[src/rtl/alu_pkg.sv]
// -----------------------------------------------------------------------------
// alu_pkg
// Shared types for the handshaked accumulator ALU.
//   OP_W    : opcode width
//   op_e    : opcode encoding seen on the Op port
//   state_e : control FSM states of accum_alu_seq
//   op_is_mul() : true for the only multi-cycle opcode
// -----------------------------------------------------------------------------
package alu_pkg;

    localparam int OP_W = 4;

    typedef enum logic [OP_W-1:0] {
        OP_ADD  = 4'd0,
        OP_SUB  = 4'd1,
        OP_AND  = 4'd2,
        OP_OR   = 4'd3,
        OP_XOR  = 4'd4,
        OP_XORR = 4'd5,
        OP_SLT  = 4'd6,
        OP_SEQ  = 4'd7,
        OP_PASS = 4'd8,
        OP_BTGL = 4'd9,
        OP_LSL  = 4'd10,
        OP_LSR  = 4'd11,
        OP_MUL  = 4'd12,
        OP_BTRU = 4'd13,
        OP_B    = 4'd14,
        OP_RSVD = 4'd15
    } op_e;

    typedef enum logic [1:0] {
        IDLE = 2'd0,
        BUSY = 2'd1,
        DONE = 2'd2
    } state_e;

    // MUL is the only opcode that goes through the iterative multiplier.
    function automatic logic op_is_mul(input logic [OP_W-1:0] op);
        return (op == OP_MUL);
    endfunction

endpackage

[src/rtl/alu_mul_iter.sv]
// -----------------------------------------------------------------------------
// alu_mul_iter
// Iterative shift-add multiplier, one multiplier bit per clock, WIDTH clocks.
// The first partial product is folded into the start cycle so that o_done is
// high in the cycle after the WIDTH-th iteration edge.
// Ports:
//   Clk, Reset_n : clock, synchronous active-low reset
//   i_start      : load operands (single-cycle strobe)
//   i_a, i_b     : multiplicand, multiplier
//   o_done       : product valid (one-cycle pulse)
//   o_product    : low WIDTH bits of i_a*i_b
// -----------------------------------------------------------------------------
module alu_mul_iter
    import alu_pkg::*;
#(
    parameter int WIDTH = 8
) (
    input  logic             Clk,
    input  logic             Reset_n,
    input  logic             i_start,
    input  logic [WIDTH-1:0] i_a,
    input  logic [WIDTH-1:0] i_b,
    output logic             o_done,
    output logic [WIDTH-1:0] o_product
);

    localparam int                CNT_W    = $clog2(WIDTH + 1);
    localparam logic [CNT_W-1:0]  CNT_LAST = CNT_W'(WIDTH);
    localparam logic [CNT_W-1:0]  CNT_ONE  = CNT_W'(1);

    logic [WIDTH-1:0] r_mcand;
    logic [WIDTH-1:0] r_mplier;
    logic [WIDTH-1:0] r_prod;
    logic [CNT_W-1:0] r_cnt;
    logic             r_busy;

    // Operand load, shift-add iteration and iteration counter.
    always_ff @(posedge Clk) begin
        if (!Reset_n) begin
            r_mcand  <= {WIDTH{1'b0}};
            r_mplier <= {WIDTH{1'b0}};
            r_prod   <= {WIDTH{1'b0}};
            r_cnt    <= {CNT_W{1'b0}};
            r_busy   <= 1'b0;
        end else if (i_start) begin
            // iteration 1 happens here: bit 0 of the multiplier
            r_mcand  <= {i_a[WIDTH-2:0], 1'b0};
            r_mplier <= {1'b0, i_b[WIDTH-1:1]};
            r_prod   <= i_b[0] ? i_a : {WIDTH{1'b0}};
            r_cnt    <= CNT_ONE;
            r_busy   <= 1'b1;
        end else if (r_busy) begin
            if (r_cnt == CNT_LAST) begin
                r_busy <= 1'b0;
            end else begin
                if (r_mplier[0]) begin
                    r_prod <= r_prod + r_mcand;
                end else begin
                    r_prod <= r_prod;
                end
                r_mcand  <= {r_mcand[WIDTH-2:0], 1'b0};
                r_mplier <= {1'b0, r_mplier[WIDTH-1:1]};
                r_cnt    <= r_cnt + CNT_ONE;
            end
        end else begin
            r_busy <= 1'b0;
        end
    end

    assign o_done    = r_busy & (r_cnt == CNT_LAST);
    assign o_product = r_prod;

endmodule

[src/rtl/accum_alu_seq.sv]
// -----------------------------------------------------------------------------
// accum_alu_seq
// Handshaked accumulator ALU. One op per accepted request; result and flags are
// registered and held until the consumer takes them. MUL runs on alu_mul_iter.
// Ports:
//   Clk, Reset_n          : clock, synchronous active-low reset
//   InValid / InReady     : request handshake
//   Op, UseImm            : opcode, operand select (1 = zero-extended Imm)
//   AccIn, OperandIn, Imm : accumulator, register operand, immediate
//   OutValid / OutReady   : result handshake
//   Result, Zero, Carry, Branch : registered result and flags
// -----------------------------------------------------------------------------
module accum_alu_seq
    import alu_pkg::*;
#(
    parameter int WIDTH = 8,
    parameter int IMM_W = 5
) (
    input  logic             Clk,
    input  logic             Reset_n,
    input  logic             InValid,
    output logic             InReady,
    input  logic [OP_W-1:0]  Op,
    input  logic             UseImm,
    input  logic [WIDTH-1:0] AccIn,
    input  logic [WIDTH-1:0] OperandIn,
    input  logic [IMM_W-1:0] Imm,
    output logic             OutValid,
    input  logic             OutReady,
    output logic [WIDTH-1:0] Result,
    output logic             Zero,
    output logic             Carry,
    output logic             Branch
);

    localparam int               SHW   = $clog2(WIDTH);
    localparam logic [WIDTH-1:0] W_VAL = WIDTH'(WIDTH);
    localparam logic [WIDTH-1:0] ONE   = {{(WIDTH-1){1'b0}}, 1'b1};
    localparam logic [WIDTH-1:0] ZERO  = {WIDTH{1'b0}};

    state_e           r_state;
    op_e              w_op;
    logic [WIDTH-1:0] w_b;
    logic             w_b_big;
    logic [WIDTH-1:0] w_alu_res;
    logic             w_alu_carry;
    logic             w_alu_branch;
    logic             w_accept;
    logic             w_is_mul;
    logic             w_mul_done;
    logic [WIDTH-1:0] w_mul_prod;

    // Ready only while the output register is free or being drained this cycle.
    assign InReady  = Reset_n & ((r_state == IDLE) | ((r_state == DONE) & OutReady));
    assign w_accept = InValid & InReady;
    assign w_is_mul = op_is_mul(Op);

    alu_mul_iter #(
        .WIDTH (WIDTH)
    ) u_mul (
        .Clk       (Clk),
        .Reset_n   (Reset_n),
        .i_start   (w_accept & w_is_mul),
        .i_a       (AccIn),
        .i_b       (w_b),
        .o_done    (w_mul_done),
        .o_product (w_mul_prod)
    );

    // Single-cycle operation mux.
    always_comb begin
        w_op         = op_e'(Op);
        w_b          = UseImm ? {{(WIDTH-IMM_W){1'b0}}, Imm} : OperandIn;
        w_b_big      = (w_b >= W_VAL);
        w_alu_res    = ZERO;
        w_alu_carry  = 1'b0;
        w_alu_branch = 1'b0;
        case (w_op)
            OP_ADD:  {w_alu_carry, w_alu_res} = {1'b0, AccIn} + {1'b0, w_b};
            OP_SUB: begin
                w_alu_res   = AccIn - w_b;
                w_alu_carry = (AccIn < w_b);
            end
            OP_AND:  w_alu_res = AccIn & w_b;
            OP_OR:   w_alu_res = AccIn | w_b;
            OP_XOR:  w_alu_res = AccIn ^ w_b;
            OP_XORR: w_alu_res = {{(WIDTH-1){1'b0}}, ^w_b};
            OP_SLT:  w_alu_res = {{(WIDTH-1){1'b0}}, (AccIn < w_b)};
            OP_SEQ:  w_alu_res = {{(WIDTH-1){1'b0}}, (AccIn == w_b)};
            OP_PASS: w_alu_res = w_b;
            OP_BTGL: begin
                // bit index out of range leaves the accumulator untouched
                if (w_b_big) begin
                    w_alu_res = AccIn;
                end else begin
                    w_alu_res = AccIn ^ (ONE << w_b[SHW-1:0]);
                end
            end
            OP_LSL: begin
                if (w_b_big) begin
                    w_alu_res = ZERO;
                end else begin
                    w_alu_res = AccIn << w_b;
                end
            end
            OP_LSR: begin
                if (w_b_big) begin
                    w_alu_res = ZERO;
                end else begin
                    w_alu_res = AccIn >> w_b;
                end
            end
            OP_BTRU: begin
                w_alu_res    = AccIn;
                w_alu_branch = (AccIn == ONE);
            end
            OP_B: begin
                w_alu_res    = AccIn;
                w_alu_branch = 1'b1;
            end
            default: begin
                // MUL result comes from the multiplier; reserved gives zero
                w_alu_res    = ZERO;
                w_alu_carry  = 1'b0;
                w_alu_branch = 1'b0;
            end
        endcase
    end

    // Control FSM and output registers.
    always_ff @(posedge Clk) begin
        if (!Reset_n) begin
            r_state  <= IDLE;
            OutValid <= 1'b0;
            Result   <= ZERO;
            Zero     <= 1'b0;
            Carry    <= 1'b0;
            Branch   <= 1'b0;
        end else begin
            case (r_state)
                IDLE, DONE: begin
                    if (w_accept) begin
                        if (w_is_mul) begin
                            r_state  <= BUSY;
                            OutValid <= 1'b0;
                        end else begin
                            r_state  <= DONE;
                            OutValid <= 1'b1;
                            Result   <= w_alu_res;
                            Zero     <= (w_alu_res == ZERO);
                            Carry    <= w_alu_carry;
                            Branch   <= w_alu_branch;
                        end
                    end else if ((r_state == DONE) && OutReady) begin
                        r_state  <= IDLE;
                        OutValid <= 1'b0;
                    end else begin
                        // DONE without OutReady: everything held stable
                        r_state <= r_state;
                    end
                end
                BUSY: begin
                    if (w_mul_done) begin
                        r_state  <= DONE;
                        OutValid <= 1'b1;
                        Result   <= w_mul_prod;
                        Zero     <= (w_mul_prod == ZERO);
                        Carry    <= 1'b0;
                        Branch   <= 1'b0;
                    end else begin
                        r_state <= BUSY;
                    end
                end
                default: begin
                    r_state  <= IDLE;
                    OutValid <= 1'b0;
                end
            endcase
        end
    end

endmodule

[config.mk]
export PLATFORM = sky130hd
export DESIGN_NAME = accum_alu_seq
export DESIGN_NICKNAME = d
export VERILOG_FILES = /design/src/rtl/alu_pkg.sv /design/src/rtl/alu_mul_iter.sv /design/src/rtl/accum_alu_seq.sv
export SDC_FILE = /design/constraint.sdc
export NUM_CORES = 1
export LEC_CHECK = 0
export ABC_AREA = 1
export ABC_CLOCK_PERIOD_IN_PS = 3800
export CAP_MARGIN = 20
export CORE_MARGIN = 10
export CORE_UTILIZATION = 50
export DETAILED_ROUTE_END_ITERATION = 6
export PLACE_DENSITY = 0.81
export SLEW_MARGIN = 20
export SYNTH_ARGS = -nofsm -noshare
export SYNTH_HDL_FRONTEND = slang
export SYNTH_SLANG_ARGS = --single-unit
[constraint.sdc]
create_clock -name Clk -period 3.8 [get_ports Clk]
set_clock_uncertainty 0.1 [all_clocks]
set_input_delay 0.95 -clock Clk [delete_from_list [all_inputs] [get_ports Clk]]
set_output_delay 0.95 -clock Clk [all_outputs]
set_load 0.05 [all_outputs]
### After elaboration in Yosys (flattened, before gate mapping)

Cells that the tools add are included.
W data, S select, Z words.

| word-level totals | value |
|---|---|
| register bits | 41 |
| input bits | 30 |
| output and inout bits | 13 |
| word-level logic and storage cells | 123 |

| operators by class | value |
|---|---|
| add/subtract/negate cells | 4 |
| $lt $le $gt $ge | 2 |
| equal/unequal tests | 24 |
| shifts and indexed selects | 3 |
| multiplexer cells | 49 |
| bitwise gates (word level) | 12 |
| reductions and logical operators | 17 |

Operators with widths:

| kind | number |
|---|---|
| $mux W8 | 15 |
| $pmux W8 S13 | 1 |
| $eq A4 B4 Y1 const B | 8 |
| $mux W7 | 3 |
| $mux W1 | 18 |
| $eq A4 B3 Y1 const B | 4 |
| $logic_not A8 Y1 | 2 |
| $pmux W8 S2 | 1 |
| $xor A8 B8 Y8 | 2 |
| $pmux W1 S2 | 6 |
| $add A8 B8 Y9 | 1 |
| $add A8 B8 Y8 | 1 |
| $and A8 B8 Y8 | 1 |
| $eq A4 B2 Y1 const B | 2 |
| $eq A8 B1 Y1 const B | 1 |
| $eq A8 B8 Y1 | 1 |
| $ge A8 B4 Y1 const B | 1 |
| $lt A8 B8 Y1 | 1 |
| $mux W2 | 4 |
| $or A8 B8 Y8 | 1 |
| $reduce_xor A8 Y1 | 1 |
| $shl A1 B3 Y8 const A | 1 |
| $shl A8 B8 Y8 | 1 |
| $shr A8 B8 Y8 | 1 |
| 20 further kinds | 33 |

### Longest topological paths before layout

Gate-level depths: netlist (run 1).

| logic depth | value |
|---|---|
| depth in word-level cells | 9 |
| gate-level depth with buffers | 21 |
| gate-level depth less buffers | 19 |

### Cells and area by module

Synthesis (run 1) repeated with hierarchy kept, for this count alone.

| second synthesis, totals | value |
|---|---|
| cells, all modules | 858 |
| area total of the unflattened synthesis | 5009.8 sq um |

Modules (own cells, without submodules):

| module | times used | cells each | area each (sq um) | sequential area each (sq um) |
|---|---|---|---|---|
| accum_alu_seq | 1 | 650 | 3468.3 | 280.3 |
| alu_mul_iter | 1 | 208 | 1541.5 | 540.5 |

### Least setup slack after synthesis (run 1)

Ideal clock, no wire load.

| timing | value |
|---|---|
| path kind | in2reg |
| start | in UseImm |
| end | reg Zero |
| setup time | 70 ps |
| data arrival time | 3081 ps |
| slack | 549 ps |
| cell stages on the path | 19 |
| cells stage by stage | buf_6 -> inv_4 -> buf_12 -> nand2_4 -> nand2_4 -> buf_6 -> ha_1 -> fa_1 -> xor2_1 -> nor2_1 -> nor2_1 -> nand2_1 -> nor2_1 -> nand3_1 -> nor2_1 -> nand2_1 -> nor2_1 -> nand4_1 -> a21oi_1 |

| between the ends | value |
|---|---|
| word-level cells in the longest chain between the ends | 9 |
| elaborated cells on any way between the ends | 22 |
| classes of those cells | add/sub: 2; order compare: 2; eq/ne: 1; shift: 3; mux: 8; bitwise: 4; reduce/logical: 2 |

Ends and longest elaborated chain:

| item | line | text |
|---|---|---|
| from (decl) | accum_alu_seq.sv:24 | `input logic UseImm,` |
| $mux W8 (*) | accum_alu_seq.sv:73 | `w_b = UseImm ? {{(WIDTH-IMM_W){1'b0}}, Imm} : OperandIn;` |
| parallel branches: the longest is 3 deep, another holds $ge A8 B4 Y1 | n/a |  |
| $pmux W8 S13 (*) | accum_alu_seq.sv:78 | `case (w_op)` |
| $logic_not A8 Y1 (*) | accum_alu_seq.sv:150 | `Zero <= (w_alu_res == ZERO);` |
| $mux W1 (*) | accum_alu_seq.sv:143 | `if (w_is_mul) begin` |
| $mux W1 (*) | accum_alu_seq.sv:142 | `if (w_accept) begin` |
| $pmux W1 S2 (*) | accum_alu_seq.sv:140 | `case (r_state)` |
| to (signal assigned) | accum_alu_seq.sv:150 |  |
| to (signal assigned) | accum_alu_seq.sv:167 | `Zero <= (w_mul_prod == ZERO);` |
| to (decl) | accum_alu_seq.sv:31 | `output logic Zero,` |

Mark *: on every way between the ends. The select of a mux whose other input is x is not followed.
A chain may end at the register's enable or synchronous reset.

### Worst setup path in the final report (run 1)

Same ends and word-level chain as after synthesis.

==> results of run 1 <==
[path summary, 6_finish.rpt]
check / from / to
max: UseImm / Zero$_SDFFE_PN0P_
min reg2reg: Result[7]$_SDFFE_PN0P_ / Result[7]$_SDFFE_PN0P_
max reg2reg: u_mul.r_cnt[0]$_SDFFE_PN0P_ / u_mul.o_product[2]$_SDFFE_PN0P_
min: Result[7]$_SDFFE_PN0P_ / Result[7]$_SDFFE_PN0P_
[Yosys cell counts, types with 9 or more instances]
cell type / number
a31oi_1: 15
o22ai_1: 9
dfxtp_1: 41
inv_1: 94
nor2_1: 96
o21ai_0: 39
ha_1: 42
nand4_1: 12
nand3_1: 93
a21oi_1: 32
nand2_1: 255
[final cells by class]
class | instances | area (µm²) | area share [%]
flip-flops and latches | 41 | 821 | 14.4
clock inverters | 1 | 30.0 | 0.527
inverters | 97 | 367 | 6.44
well taps | 129 | 161 | 2.83
clock buffers | 7 | 86.3 | 1.52
repair buffers | 95 | 828 | 14.5
multi-input cells | 651 | 3400 | 59.7
[kinds of logic (layout without fill, tap and decap cells)]
| logic type | after synthesis | count (layout) | synth area share [%] |
|---|---|---|---|
| DFF | 41 | 41 | 17.3 |
| buffers and inverters | 119 | 200 | 10.8 |
| AOI/OAI and AO/OA | 114 | 114 | 14.5 |
| xor gates and xnor gates | 10 | 10 | 1.85 |
| and+or+nand+nor | 482 | 482 | 43.2 |
| adders and majority gates | 45 | 45 | 12.4 |
[layer usage]
layer  vias to the layer above  track usage (%)
met4                         0             9.47
met2                       236             35.5
met5                         -                0
li1                       2793                -
met3                        52             3.26
met1                      2485             30.5
[layout by cell type, fill, tap and decap left out, types with 3 or more instances in the layout]
| master | Yosys | routed |
|---|---|---|
| or2_2 | 4 | 4 |
| nand2_1 | 255 | 255 |
| clkbuf_8 | 0 | 6 |
| nand2_2 | 6 | 6 |
| nand2_4 | 4 | 4 |
| a21oi_1 | 32 | 32 |
| inv_1 | 94 | 94 |
| nor2_1 | 96 | 96 |
| nand3_1 | 93 | 93 |
| nand4_1 | 12 | 12 |
| dfxtp_1 | 41 | 41 |
| o22ai_1 | 9 | 9 |
| o21ai_0 | 39 | 39 |
| nand3b_1 | 3 | 3 |
| fa_1 | 3 | 3 |
| nor3_1 | 5 | 5 |
| ha_1 | 42 | 42 |
| a31oi_1 | 15 | 15 |
| o211ai_1 | 4 | 4 |
| xor2_1 | 8 | 8 |
| o21ai_2 | 3 | 3 |
| buf_4 | 2 | 53 |
| clkdlybuf4s50_1 | 0 | 41 |
[worst min-delay path, delay by kind of cell, from the launching register on]
family,cells,cell delay (ps)
AOI/OAI and AO/OA,1,50
DFF,1,310
and+or+nand+nor,1,60
[state kept, by name, summed over array words and instances, names as in the netlist]
register	flops
u_mul.r_mplier	7
Branch	1
u_mul.r_cnt	4
Carry	1
Result	8
u_mul.r_mcand	7
u_mul.r_busy	1
u_mul.o_product	8
Zero	1
r_state	2
OutValid	1
[metrics by stage]
stage / utilization [%] / cells
finish: 61.7 / 1021
global route: 61.7 / 1021
CTS: 61.7 / 1021
detailed placement: 60.4 / 1013
global placement: 60.4 / 1013
floorplan: - / 811
[power by group]
part | internal [W] | switching [W]
registers | 0.000438 | 0.00000636
logic | 0.000212 | 0.000353
clock network | 0.000214 | 0.000159
total | 0.000864 | 0.000518
==> run_results.csv, run 1 <==
group,metric,value,unit
synth,netlist_area,4740,µm²
synth,synth_cell_types,42,
grt,track_usage,22.8,%
sta,hold_viol_final,0,
routing,wl_met1,7310,µm
min_path,hold_class,"register to register",
floorplan,dieArea,13800,µm²
power_and_ir_drop,p_leak,2.79,nW
grt,grt_pass1_wl,26500,µm
sta,worst_pin_slew,759,ps
final_layout,antennaDiodeCount,0,
synth,synth_edf_count,0,
critical_path,slowest_stage,"clkdlybuf4s50_1",
sta,hold_slack,368,ps
final_layout,fillers,905,
synth,synth_cells,811,
floorplan,die_w,117,µm
critical_path,path_max_fanout,7,
routing,ant_nets,0,
routing,drt-initial-drc-count,437,
grt,grt_pass1_vias,5352,
sta,setup_ws,293,ps
synth,synth_top_area_cell,"nand2_1",
floorplan,ios,43,
clocking,clkSlewWorstSetupHoldPaths,80,ps
critical_path,r2r_slack,1390,ps
clocking,cts_tree,"done",
power_and_ir_drop,irDropWorstVdd,134,µV
clocking,clock-root-buffer,"clkbuf_8",
critical_path,worstPathArrival,3650,ps
sta,finalCriticalPeriod,3510,ps
sta,fin_tns_setup,0,ps
floorplan,die_h,117,µm
clocking,hold_buffers,0,
sta,timing.fmax,0.285,GHz
clocking,clockBufferDepth,2,
synth,synthTopCellsByArea,"nand2_1 (20%), dfxtp_1 (17%), ha_1 (11%), nand3_1 (9.8%), nor2_1 (7.6%)",
final_layout,postLayoutCellArea,5700,µm²
final_layout,areaGrowthSynthToFinish,20.3,%
synth,async_reset_ff_share,0,%
placement,port_buffers,42,
clocking,cts_setup_buffers,0,
critical_path,cp.buffers_inverters,2,
clocking,htree_levels,2,
sta,fin_crit_sh,92.3,%
critical_path,startpoint_type,"input port",
synth,ys_seq_area_share,17.3,%
placement,dp_hpwl,13100,µm
synth,syn-num-nets,886,
final_layout,final_nets,966,
critical_path,required,3940,ps
routing,wl_met3,1400,µm
synth,syn_area_per_cell,5.84,µm²
synth,yosys_warnings,0,
routing,top_layer_used,"met4",
routing,wl,16100,µm
sta,rsz0062_at_grt,"no",
placement,gp_congestion,1.02,
placement,place_ws,9.13,ps
grt,grt_antenna_before_repair,0,
floorplan,core,9240,µm²
sta,slew-limit-headroom,49.4,%
floorplan,num_rows,35,
critical_path,cpLargestDelayFamily,"simple AND/OR/NAND/NOR gates",
clocking,worst_skew_pair.late_latency,300,ps
clocking,cts-resized-gates,0,
routing,drc,0,
routing,routed_via_density,5.45,
run_status,status,"complete, no violations",
power_and_ir_drop,total_power,0.00138,W
critical_path,cpMostUsedCell,"nor2_1",
power_and_ir_drop,p_per_area,243,nW/µm²
sta,setup_viol,0,
routing,first_pass_iters,5,
critical_path,critPathMaxStageDelay,580,ps
min_path,worstHoldPathCells,2,
critical_path,rr_worst_depth,10,
critical_path,critPathKind,"input port to register",
critical_path,worstPathCellList,"clkdlybuf4s50_1 > inv_4 > nand2_4 > nand2_4 > ha_1 > fa_1 > xor2_1 > nor2_1 > nor2_1 > nand2_1 > nor2_1 > nand3_1 > nor2_1 > nand2_1 > nor2_1 > nand4_1 > a21oi_1",
grt,grt_max_degree,23,
routing,met2_wirelength,6860,µm
clocking,clock-sinks,41,
grt,grt_overflow,0,
job,maxCapViolCount,0,
placement,place_area,5580,µm²
critical_path,worstSetupEndpointType,"register",
critical_path,cp.depth,17,
routing,drt-wirelength-per-cell,15.8,µm
routing,vias,5566,
synth,ys.flop_type,"dfxtp_1",
final_layout,layout-drive-gt1-share,9.87,%
floorplan,start_util,51.3,%
synth,synth_top_area_share,20.2,%
clocking,numCtsBuffers,5,
sta,finalMaxSlewViolations,0,
synth,ys_ff_latch,41,
No activity file was read; power rests on OpenSTA's default activity.
==> run 2: changes to the inputs <==
- CORE_UTILIZATION: 50 -> 25
- GPL_ROUTABILITY_DRIVEN: default -> 1
- PLACE_DENSITY: 0.81 -> 0.51
==> run_results.csv, run 2 (same netlist as run 1, synthesis figures left out) <==
group,metric,value,unit
final_layout,areaGrowthSynthToFinish,25.2,%
grt,grt_antenna_before_repair,0,
clocking,cts-resized-gates,0,
grt,grt_overflow,0,
sta,finalCriticalPeriod,3580,ps
clocking,cts_setup_buffers,0,
sta,fin_crit_sh,94.2,%
floorplan,start_util,25.4,%
critical_path,startpoint_type,"input port",
clocking,htree_levels,2,
power_and_ir_drop,irDropWorstVdd,170,µV
placement,port_buffers,42,
clocking,hold_buffers,0,
sta,hold_viol_final,0,
clocking,worst_skew_pair.late_latency,280,ps
routing,drt-initial-drc-count,479,
final_layout,fillers,2106,
sta,finalMaxSlewViolations,0,
critical_path,worstPathCellList,"clkdlybuf4s50_1 > buf_4 > inv_4 > nand2_1 > ha_1 > inv_1 > nand2_1 > nor2_1 > nand2_1 > o211ai_1 > nor2_1 > nor2_1 > nand3_1 > nor2_1 > nand4_1 > a21oi_1",
routing,first_pass_iters,6,
grt,grt_pass1_wl,29400,µm
sta,slew-limit-headroom,47.1,%
clocking,numCtsBuffers,5,
run_status,status,"complete, no violations",
placement,dp_hpwl,15100,µm
floorplan,dieArea,24800,µm²
floorplan,ios,43,
final_layout,antennaDiodeCount,0,
final_layout,multi_input_area,3400,µm²
routing,vias,5519,
critical_path,critPathMaxStageDelay,430,ps
grt,grt_pass1_vias,5399,
final_layout,final_nets,972,
final_layout,seq_area,821,µm²
clocking,clockBufferDepth,2,
placement,gp_congestion,0.979,
critical_path,worstSetupEndpointType,"register",
clocking,clock-root-buffer,"clkbuf_16",
final_layout,layout-drive-gt1-share,10.5,%
final_layout,layout_commonest_cell,"nand2_1",
critical_path,r2r_slack,1390,ps
min_path,hold_class,"register to register",
routing,routed_via_density,4.88,
final_layout,mostFrequentLayoutCells,"nand2_1 (255), nor2_1 (96), inv_1 (94)",
routing,drc,0,
critical_path,required,3920,ps
critical_path,cpMostUsedCell,"nor2_1",
clocking,clkSlewWorstSetupHoldPaths,60,ps
critical_path,path_max_fanout,11,
sta,timing.fmax,0.279,GHz
routing,wl,18600,µm
floorplan,die_h,158,µm
floorplan,core,18600,µm²
critical_path,worstPathArrival,3700,ps
critical_path,cpLargestDelayFamily,"simple AND/OR/NAND/NOR gates",
sta,fin_tns_setup,0,ps
critical_path,slowest_stage,"ha_1",
final_layout,postLayoutCoreUtil,31.8,%
sta,worst_pin_slew,791,ps
critical_path,critPathKind,"input port to register",
sta,setup_viol,0,
job,maxCapViolCount,0,
sta,rsz0062_at_grt,"no",
clocking,cts_tree,"done",
routing,ant_nets,0,
floorplan,die_w,158,µm
floorplan,num_rows,50,
power_and_ir_drop,p_leak,2.84,nW
grt,track_usage,14.8,%
grt,grt_max_degree,24,
power_and_ir_drop,total_power,0.00153,W
power_and_ir_drop,p_per_area,257,nW/µm²
clocking,clock-sinks,41,
routing,drt-wirelength-per-cell,16.4,µm
critical_path,cp.buffers_inverters,4,
==> run 2: changes by cell type in the layout (fill, tap and decap cells not counted), sizes merged <==
cell,change
buf,+6
==> run 2: cell type report <==
type	count	share of cell area, %
multi-input cells	651	57.4
repair buffers	101	14.7
clock buffers	7	2.41
flip-flops and latches	41	13.8
inverters	97	6.18
clock inverters	1	0.506
well taps	234	4.94
==> run 2: where the power goes <==
part,leakage (nW),internal [W],switching (W)
logic,2.43,0.000218,0.000368
registers,0.331,0.000439,0.00000699
clock network,0.0841,0.000328,0.000166
==> run 2: per-layer routing <==
metal	wire length [µm]	global-route usage [%]	part of all wire [%]	vias up
li1	-	-	-	2813
met1	8880	20.1	48	2495
met2	8410	24.5	45	188
met3	1030	1.82	5.6	23
met4	258	2.76	1.4	0
met5	0	0	0	-
==> run 2: per-stage QoR <==
step	hold slack, ps	area [µm²]	std cells	worst slack [ps]
floorplan	342	4740	811	549
global placement	356	5760	1124	-73.4
detailed placement	357	5760	1124	-35.1
CTS	369	5930	1132	251
global route	392	5930	1132	61.3
finish	365	5930	1132	219
==> run 2: worst paths after layout <==
| kind | start | endpoint | cells past startpoint |
|---|---|---|---|
| worst min register to register | Result[1]$_SDFFE_PN0P_ | Result[1]$_SDFFE_PN0P_ | 2 |
| worst max-delay path | UseImm | Zero$_SDFFE_PN0P_ | 16 |
| worst min-delay path | Result[1]$_SDFFE_PN0P_ | Result[1]$_SDFFE_PN0P_ | 2 |
| worst max register to register | u_mul.r_cnt[0]$_SDFFE_PN0P_ | u_mul.o_product[2]$_SDFFE_PN0P_ | 10 |
==> run 2: worst reg2reg max path, cell delays in order (launching register included) <==
cell and delay, ps:
dfxtp_1 380, inv_1 80, ha_1 200, nand3_1 120
inv_1 50, nor2_1 80, buf_4 220, inv_1 110
o21ai_2 500, o21ai_0 210, o221a_2 270
